## src/rtl/imem_boot_ctrl.sv

```systemverilog
// Boot/load controller for the single-port instruction memory: streams a program in
// from address 0 while the core is stalled, pulses the core reset, then hands the port to fetch.
module imem_boot_ctrl #(
  parameter int unsigned ADDR_W  = 10,
  parameter int unsigned DATA_W  = 16,
  parameter int unsigned DEPTH   = 1024,
  parameter int unsigned TIMEOUT = 255
) (
  input  logic              Clk,
  input  logic              Rst,
  input  logic              Start,
  input  logic [ADDR_W:0]   Word_Count,
  input  logic              Load_Valid,
  input  logic [DATA_W-1:0] Load_Data,
  output logic              Load_Ready,
  input  logic [ADDR_W-1:0] Cpu_Addr,
  output logic [ADDR_W-1:0] Mem_Addr,
  output logic [DATA_W-1:0] Mem_WData,
  output logic              Mem_WE,
  output logic              Cpu_Stall,
  output logic              Cpu_Rst,
  output logic              Done,
  output logic              Error
);

  localparam int unsigned CNT_W = ADDR_W + 1;
  localparam int unsigned TMO_W = $clog2(TIMEOUT + 1);

  typedef enum logic [1:0] {
    ST_IDLE    = 2'd0,
    ST_LOAD    = 2'd1,
    ST_RELEASE = 2'd2,
    ST_RUN     = 2'd3
  } state_e;

  state_e           state_q,   state_d;
  logic [CNT_W-1:0] wr_ptr_q,  wr_ptr_d;
  logic [CNT_W-1:0] cnt_q,     cnt_d;
  logic [TMO_W-1:0] tmo_q,     tmo_d;
  logic             error_q,   error_d;
  logic             done_q,    done_d;
  logic             stall_q,   stall_d;
  logic             ready_q,   ready_d;
  logic             cpu_rst_q, cpu_rst_d;

  logic start_legal_s;
  logic hs_s;

  // ready_q is high exactly while in LOAD, so the handshake needs no state decode
  assign start_legal_s = (Word_Count != CNT_W'(0)) && (Word_Count <= CNT_W'(DEPTH));
  assign hs_s          = Load_Valid & ready_q;

  always_comb begin
    state_d   = state_q;
    wr_ptr_d  = wr_ptr_q;
    cnt_d     = cnt_q;
    tmo_d     = tmo_q;
    error_d   = error_q;
    done_d    = done_q;
    stall_d   = stall_q;
    ready_d   = ready_q;
    cpu_rst_d = 1'b0;

    case (state_q)
      ST_IDLE: begin
        if (Start) begin
          if (start_legal_s) begin
            state_d  = ST_LOAD;
            cnt_d    = Word_Count;
            wr_ptr_d = CNT_W'(0);
            tmo_d    = TMO_W'(0);
            error_d  = 1'b0;
            ready_d  = 1'b1;
            stall_d  = 1'b1;
            done_d   = 1'b0;
          end else begin
            error_d = 1'b1;
          end
        end else begin
          state_d = ST_IDLE;
        end
      end

      ST_LOAD: begin
        if (hs_s) begin
          wr_ptr_d = wr_ptr_q + CNT_W'(1);
          tmo_d    = TMO_W'(0);
          if (wr_ptr_q == (cnt_q - CNT_W'(1))) begin
            state_d   = ST_RELEASE;
            ready_d   = 1'b0;
            cpu_rst_d = 1'b1;
          end else begin
            state_d = ST_LOAD;
          end
        end else if (tmo_q == TMO_W'(TIMEOUT - 1)) begin
          // Abandon the stalled load; memory keeps the partial image, IDLE points back at 0
          state_d  = ST_IDLE;
          error_d  = 1'b1;
          ready_d  = 1'b0;
          wr_ptr_d = CNT_W'(0);
          tmo_d    = TMO_W'(0);
        end else begin
          tmo_d = tmo_q + TMO_W'(1);
        end
      end

      ST_RELEASE: begin
        state_d = ST_RUN;
        stall_d = 1'b0;
        done_d  = 1'b1;
      end

      ST_RUN: begin
        if (Start) begin
          if (start_legal_s) begin
            state_d  = ST_LOAD;
            cnt_d    = Word_Count;
            wr_ptr_d = CNT_W'(0);
            tmo_d    = TMO_W'(0);
            error_d  = 1'b0;
            ready_d  = 1'b1;
            stall_d  = 1'b1;
            done_d   = 1'b0;
          end else begin
            error_d = 1'b1;
          end
        end else begin
          state_d = ST_RUN;
        end
      end

      default: begin
        state_d  = ST_IDLE;
        wr_ptr_d = CNT_W'(0);
        tmo_d    = TMO_W'(0);
        ready_d  = 1'b0;
        stall_d  = 1'b1;
        done_d   = 1'b0;
      end
    endcase
  end

  always_ff @(posedge Clk) begin
    if (Rst) begin
      state_q   <= ST_IDLE;
      wr_ptr_q  <= CNT_W'(0);
      cnt_q     <= CNT_W'(0);
      tmo_q     <= TMO_W'(0);
      error_q   <= 1'b0;
      done_q    <= 1'b0;
      stall_q   <= 1'b1;
      ready_q   <= 1'b0;
      cpu_rst_q <= 1'b0;
    end else begin
      state_q   <= state_d;
      wr_ptr_q  <= wr_ptr_d;
      cnt_q     <= cnt_d;
      tmo_q     <= tmo_d;
      error_q   <= error_d;
      done_q    <= done_d;
      stall_q   <= stall_d;
      ready_q   <= ready_d;
      cpu_rst_q <= cpu_rst_d;
    end
  end

  // Address mux must be combinational so fetch and the load write see zero latency
  always_comb begin
    case (state_q)
      ST_RELEASE, ST_RUN: Mem_Addr = Cpu_Addr;
      ST_IDLE, ST_LOAD:   Mem_Addr = wr_ptr_q[ADDR_W-1:0];
      default:            Mem_Addr = wr_ptr_q[ADDR_W-1:0];
    endcase
  end

  assign Mem_WE     = hs_s;
  assign Mem_WData  = ready_q ? Load_Data : {DATA_W{1'b0}};
  assign Load_Ready = ready_q;
  assign Cpu_Stall  = stall_q;
  assign Cpu_Rst    = cpu_rst_q;
  assign Done       = done_q;
  assign Error      = error_q;

endmodule

```

## config.mk

```make
export PLATFORM = sky130hd
export DESIGN_NAME = imem_boot_ctrl
export DESIGN_NICKNAME = d
export VERILOG_FILES = /design/src/rtl/imem_boot_ctrl.sv
export SDC_FILE = /design/constraint.sdc
export NUM_CORES = 1
export LEC_CHECK = 0
export ABC_AREA = 1
export BUFFER_PORTS_ARGS = -buffer_cell sky130_fd_sc_hd__buf_2
export CAP_MARGIN = 30
export CORE_MARGIN = 4
export CORE_UTILIZATION = 30
export CTS_CLUSTER_SIZE = 14
export DETAILED_ROUTE_END_ITERATION = 12
export PLACE_DENSITY = 0.51
export SLEW_MARGIN = 10
export SYNTH_ARGS = -nofsm -noshare
export SYNTH_HDL_FRONTEND = slang
export SYNTH_SLANG_ARGS = --single-unit
export TNS_END_PERCENT = 50
```

## constraint.sdc

```tcl
create_clock -name Clk -period 3 [get_ports Clk]
set_clock_uncertainty 0.2 [all_clocks]
set_input_delay 0.45 -clock Clk [delete_from_list [all_inputs] [get_ports Clk]]
set_output_delay 0.45 -clock Clk [all_outputs]
set_load 0.1 [all_outputs]
```

==> results of run 1 <==
synth_stat cells:
cell type,instances
a211oi_1,2
clkinv_2,1
nand2_4,1
buf_6,1
nor3b_2,1
nand2_1,107
nand3b_1,1
clkbuf_1,4
nor3_1,12
inv_1,48
ha_1,8
dfxtp_1,37
xnor3_1,1
xnor2_1,1
a21oi_1,29
xor2_1,8
nand2_2,8
nand3_1,28
nor2_1,43
nor2_2,2
mux2_2,1
nor2_4,3
nand4_1,4
nor3_2,1
o21ai_2,2
o21ai_1,5
buf_2,4
inv_2,4
nor3b_1,2
o31ai_1,2
o21ai_0,23
placed cells by master, fill, tap and decap left out:
cell      count
nand2_1     107
buf_2        62
inv_1        48
nor2_1       43
dfxtp_1      37
a21oi_1      29
nand3_1      28
o21ai_0      23
nor3_1       12
buf_12       10
nand2_2       8
xor2_1        8
ha_1          8
o21ai_1       5
clkbuf_8      5
inv_2         4
nand4_1       4
nor2_4        3
clkbuf_1      3
o21ai_2       2
o31ai_1       2
nor3b_1       2
a211oi_1      2
nor2_2        2
buf_4         2
mux2_2        1
nor3_2        1
xnor3_1       1
xnor2_1       1
nand3b_1      1
nand2_4       1
clkinv_2      1
nor3b_2       1
logic make-up (layout without fill, tap and decap cells):
group           after synthesis  in the layout  synth area share, %
simple gates                213            213                 38.0
mux                           1              1                0.455
flops                        37             37                 29.9
fa+ha+maj                     8              8                 4.05
xor+xnor                     10             10                 4.10
buf+inv                      62            135                 9.96
compound gates               63             63                 13.5
final timing paths:
| path | start | end | slack (ns) | cells after the start |
|---|---|---|---|---|
| min | tmo_q[4] | tmo_q[4] | 0.25 | 2 |
| max | state_q[0] | Mem_Addr[6] | 0.46 | 6 |
| max reg2reg | state_q[1] | tmo_q[4] | 0.79 | 9 |
| min reg2reg | tmo_q[4] | tmo_q[4] | 0.25 | 2 |
critical path: stages (launching register included):
cell     delay [ns]
dfxtp_1        0.38
inv_1          0.09
ha_1           0.24
nor2_1         0.12
buf_4          0.23
mux2_2         0.38
buf_12         0.17
where the power goes:
group	switching, W	internal [W]
Clock	0.000161	0.000165
Sequential	0.0000249	0.000515
Combinational	0.000473	0.000171
flip-flops by register name, indices dropped and copies added (netlist names):
register / count
tmo_q: 8
Cpu_Rst: 1
Error: 1
cnt_q: 11
wr_ptr_q: 11
Done: 1
Cpu_Stall: 1
state_q: 2
Load_Ready: 1
per-stage QoR:
step	utilization, %	instances
2_1_floorplan	-	394
5_1_grt	40.1	569
4_1_cts	40.1	569
3_3_place_gp	39.1	561
3_5_place_dp	39.1	561
6_report	40.1	569
cell type report:
class / count / area [um2]
clock buffer: 8 / 80.1
fill: 884 / 4730
inverter: 53 / 200
multi-input combinational: 295 / 1490
sequential: 37 / 741
tap: 102 / 128
timing repair buffer: 74 / 526
per-layer routing:
metal  GRT usage (%)  vias to the layer above  share of wire, %
li1                -                     1398                 -
met1            16.6                     1178                43
met2            25.3                       44                52
met3            2.41                        8               3.4
met4            3.57                        0               1.3
met5               0                        -                 0
==> impl_metrics.env, run 1 <==
export IMPL_drc=0
export IMPL_power_w=0.00151
export IMPL_die_height_um=98.8
export IMPL_yosys_area_top_type="dfxtp_1"
export IMPL_hold_buffers=0
export IMPL_cp_end_kind="output port"
export IMPL_relSlewSlack_pct=64.6
export IMPL_viasPerCell=4.62
export IMPL_max_cap_violations=0
export IMPL_core_area_um2=7890
export IMPL_hold_path_class="flip-flop to flip-flop"
export IMPL_fmax_ghz=0.393
export IMPL_avgSynthCellArea_um2=6.28
export IMPL_synthesis_area_um2=2470
export IMPL_cts_sinks=37
export IMPL_start_kind="flip-flop"
export IMPL_yosys_warnings=0
export IMPL_floorplan_rows=32
export IMPL_min_period_ns=2.54
export IMPL_drv_slew=0
export IMPL_status="completed"
export IMPL_insertion_delay_ns=0.28
export IMPL_port_buffers=72
export IMPL_syn_nets=443
export IMPL_synth_cell_type_count=31
export IMPL_die_area_um2=9760
export IMPL_place_gp_congestion=0.842
export IMPL_arrival_ns=1.89
export IMPL_postSynthCellCount=394
export IMPL_timing_hold_ws_ns=0.249
export IMPL_die_w_um=98.8
export IMPL_grt_max_degree=21
export IMPL_critical_path_peak_fanout=19
export IMPL_layout_worst_path_cycle_share_pct=84.8
export IMPL_overflow=0
export IMPL_final_nets=515
export IMPL_drtIter0Drc=77
export IMPL_drtPass1Iterations=4
export IMPL_grt_pass1_wl_mm=11.2
export IMPL_ant_nets=0
export IMPL_synth_seq_cells=37
export IMPL_ctsRootBufferMaster="clkbuf_8"
export IMPL_pre_cts_ws_ns=0.621
export IMPL_io_pins=73
export IMPL_worstSetupPathType="flip-flop to output port"
export IMPL_wl_per_cell_um=11.7
export IMPL_cts_buffers_inserted=5
export IMPL_power_density_nw_per_um2=478
export IMPL_clk_path_buf_depth=2
export IMPL_drt_wl_total_mm=6.64
export IMPL_fin_area_um2=3160
export IMPL_cts_max_level=2
export IMPL_yosysTopAreaCellShare_pct=29.9
export IMPL_synthToLayoutAreaGrowth_pct=27.8
export IMPL_hold_violations=0
export IMPL_grt_pass1_vias=2425
export IMPL_dp_final_hpwl_mm=5.50
export IMPL_cts_tree="yes"
export IMPL_post_dp_cell_area_um2=3080
export IMPL_synth_area_leaders="dfxtp_1, nand2_1, inv_1, nor2_1, a21oi_1"
export IMPL_postCtsSetupBuffers=0
export IMPL_setup_viol=0
export IMPL_worst_pin_slew_ns=0.530
export IMPL_antenna_cells=0
export IMPL_antenna_found_initial=0
export IMPL_p_leak_nw=1.51
export IMPL_cts_resized=0
export IMPL_cp_required_ns=2.35
export IMPL_drive_gt1_share_pct=22.1
export IMPL_ir_worst_vdd_v=0.000230
export IMPL_grt_usage_pct=13.8
export IMPL_yosysSeqAreaShare_pct=29.9
export IMPL_fin_setup_tns_ns=0
export IMPL_rsz0062_at_grt="false"
export IMPL_vias=2628
export IMPL_fin_ws_ns=0.455
export IMPL_clkTransAtPathRegs_ns=0.07
export IMPL_initial_core_util_pct=31.4
(Power assumes the default switching activity.)
==> inputs of run 2 (changes only) <==
ABC_AREA = 0   (was 1)
PLACE_DENSITY = 0.53   (was 0.51)
clock period = 2.3 ns   (was 3 ns; I/O delays follow)
==> run 2 against run 1 <==
Against the previous run:
- area after synthesis down 1.3%
- the run now ends with setup timing left
- non-clock buffer count rose by 35
- global-route usage up 0.52 points
- final cell count is 12% lower
- largest power group unchanged
- critical endpoint is now Mem_Addr[4]
==> impl_metrics.env, run 2 <==
export IMPL_status="finished, violations left"
export IMPL_violations="setup timing"
export IMPL_synthArstFlopShare_pct=0
export IMPL_port_buffers=72
export IMPL_worst_pin_slew_ns=0.518
export IMPL_drv_slew=0
export IMPL_cp_end_kind="output port"
export IMPL_arrival_ns=1.77
export IMPL_synth_area_leaders="dfxtp_1, nor2_1, xnor2_1, mux2i_1, mux2_2"
export IMPL_drive_gt1_share_pct=43.4
export IMPL_grt_usage_pct=14.3
export IMPL_hold_violations=0
export IMPL_final_nets=445
export IMPL_relSlewSlack_pct=65.3
export IMPL_synth_edff_count=0
export IMPL_vias=2437
export IMPL_timing_hold_ws_ns=0.109
export IMPL_insertion_delay_ns=0.29
export IMPL_yosysMostFrequentCell="nor2_1"
export IMPL_worstSetupPathType="flip-flop to output port"
export IMPL_clk_path_buf_depth=2
export IMPL_io_pins=73
export IMPL_antenna_found_initial=0
export IMPL_initial_core_util_pct=31.3
export IMPL_yosys_warnings=0
export IMPL_synth_top_cells_by_count="nor2_1, dfxtp_1, xnor2_1, and2_1, mux2i_1"
export IMPL_place_inst=487
export IMPL_setup_viol=5
export IMPL_die_area_um2=9650
export IMPL_cts_sinks=37
export IMPL_ant_nets=0
export IMPL_grt_pass1_vias=2393
export IMPL_final_cell_mix="buf_2, nor2_1, buf_4, dfxtp_1"
export IMPL_cp_required_ns=1.75
export IMPL_layout_worst_path_cycle_share_pct=101
export IMPL_synthFlopType="dfxtp_1"
export IMPL_final_common_cell="buf_2"
export IMPL_rsz0062_at_grt="true"
export IMPL_ir_worst_vdd_v=0.000285
export IMPL_drc=0
export IMPL_syn_nets=341
export IMPL_antenna_cells=0
export IMPL_cts_buffers_inserted=5
export IMPL_avgSynthCellArea_um2=8.36
export IMPL_synth_cell_type_count=56
export IMPL_wl_per_cell_um=14.1
export IMPL_stdcell_count=498
export IMPL_postSynthCellCount=292
export IMPL_min_period_ns=2.31
export IMPL_synthesis_area_um2=2440
export IMPL_yosysSeqAreaShare_pct=30.3
export IMPL_power_density_nw_per_um2=566
export IMPL_drtIter0Drc=96
export IMPL_yosysTopAreaCellShare_pct=30.3
export IMPL_drt_wl_total_mm=7.00
export IMPL_synthToLayoutAreaGrowth_pct=49.8
export IMPL_overflow=0
export IMPL_core_area_um2=7810
export IMPL_cts_max_level=2
export IMPL_max_cap_violations=0
export IMPL_critical_path_peak_fanout=5
export IMPL_p_leak_nw=1.54
export IMPL_floorplan_rows=32
export IMPL_clkTransAtPathRegs_ns=0.07
export IMPL_drtPass1Iterations=4
export IMPL_synth_seq_cells=37
export IMPL_fin_ws_ns=-0.0134
export IMPL_grt_max_degree=23
export IMPL_grt_pass1_wl_mm=11.5
export IMPL_viasPerCell=4.89
export IMPL_largestRegisters="cnt_q (11), wr_ptr_q (11), tmo_q (8)"
export IMPL_die_w_um=98.2
export IMPL_hold_path_class="input port to flip-flop"
export IMPL_ctsRootBufferMaster="clkbuf_8"
export IMPL_fmax_ghz=0.432
export IMPL_yosys_area_top_type="dfxtp_1"
export IMPL_start_kind="flip-flop"
export IMPL_die_height_um=98.2
export IMPL_place_gp_congestion=0.828
export IMPL_dp_final_hpwl_mm=5.25
export IMPL_cts_tree="yes"
run 2: final timing paths:
kind | startpoint | depth (start not counted) | endpoint | slack [ns]
setup / recovery | state_q[1] | 7 | Mem_Addr[4] | -0.01
setup reg to reg | state_q[1] | 7 | wr_ptr_q[6] | 0.06
hold reg to reg | Cpu_Stall | 1 | Cpu_Stall | 0.26
hold / removal | Word_Count[8] | 3 | cnt_q[8] | 0.11
run 2: logic make-up after synthesis:
family | Yosys count | synth area share [%]
DFF | 37 | 30.3
adders and majority gates | 8 | 4.10
muxes | 24 | 10.3
buffers and inverters | 26 | 4.71
xor gates and xnor gates | 29 | 11.2
AOI/OAI and AO/OA | 41 | 11.7
and+or+nand+nor | 127 | 27.6
run 2: critical path, cell delays in order, from the launching register on:
cell and delay (ns):
dfxtp_2 0.34, inv_2 0.05, buf_6 0.11, ha_4 0.16, nor2_4 0.14, buf_6 0.17, mux2_4 0.32, buf_12 0.17
run 2: power breakdown:
part | total, W | leakage [nW] | switching (W) | internal, W
clock | 0.000473 | 0.0476 | 0.000235 | 0.000238
sequential | 0.000703 | 0.304 | 0.0000349 | 0.000668
combinational | 0.000894 | 1.19 | 0.000562 | 0.000332
total | 0.00207 | 1.54 | 0.000832 | 0.00124
run 2: routing by layer:
metal / vias to the layer above / track usage, % / wire, um / part of all wire, %
met5: - / 0 / 0 / 0
met4: 0 / 4.41 / 132 / 1.9
met3: 10 / 3.64 / 336 / 4.8
met2: 62 / 24.6 / 3570 / 51
met1: 1131 / 17.7 / 2970 / 42
li1: 1234 / - / - / -
run 2: timing repair:
action	CTS	global route
pin swaps	3	12
hold buffers	0	0
gates resized for setup	33	30
setup endpoints to repair	32	33
cloned	1	1
buffers inserted	1	1
run 2: through the flow:
| step | worst slack [ns] | util (%) | cell area, um2 | setup TNS, ns | total power [W] |
|---|---|---|---|---|---|
| 2_1_floorplan | -0.103 | - | 2470 | -1.95 | 0.00129 |
| 3_3_place_gp | -0.114 | 42.4 | 3310 | -1.18 | 0.00152 |
| 3_5_place_dp | -0.127 | 42.4 | 3310 | -1.12 | 0.00152 |
| 4_1_cts | -0.00411 | 45.3 | 3540 | -0.0110 | 0.00206 |
| 5_1_grt | -0.0623 | 46.9 | 3660 | -0.659 | 0.00218 |
| 6_report | -0.0134 | 46.9 | 3660 | -0.0457 | 0.00207 |
run 2: final cells by class:
type / instances / area [um2]
fillers: 778 / 4150
multi-input cells: 230 / 1820
repair buffers: 109 / 820
flip-flops and latches: 37 / 752
well taps: 102 / 128
clock buffers: 6 / 82.6
inverters: 13 / 52.6
clock inverters: 1 / 6.26
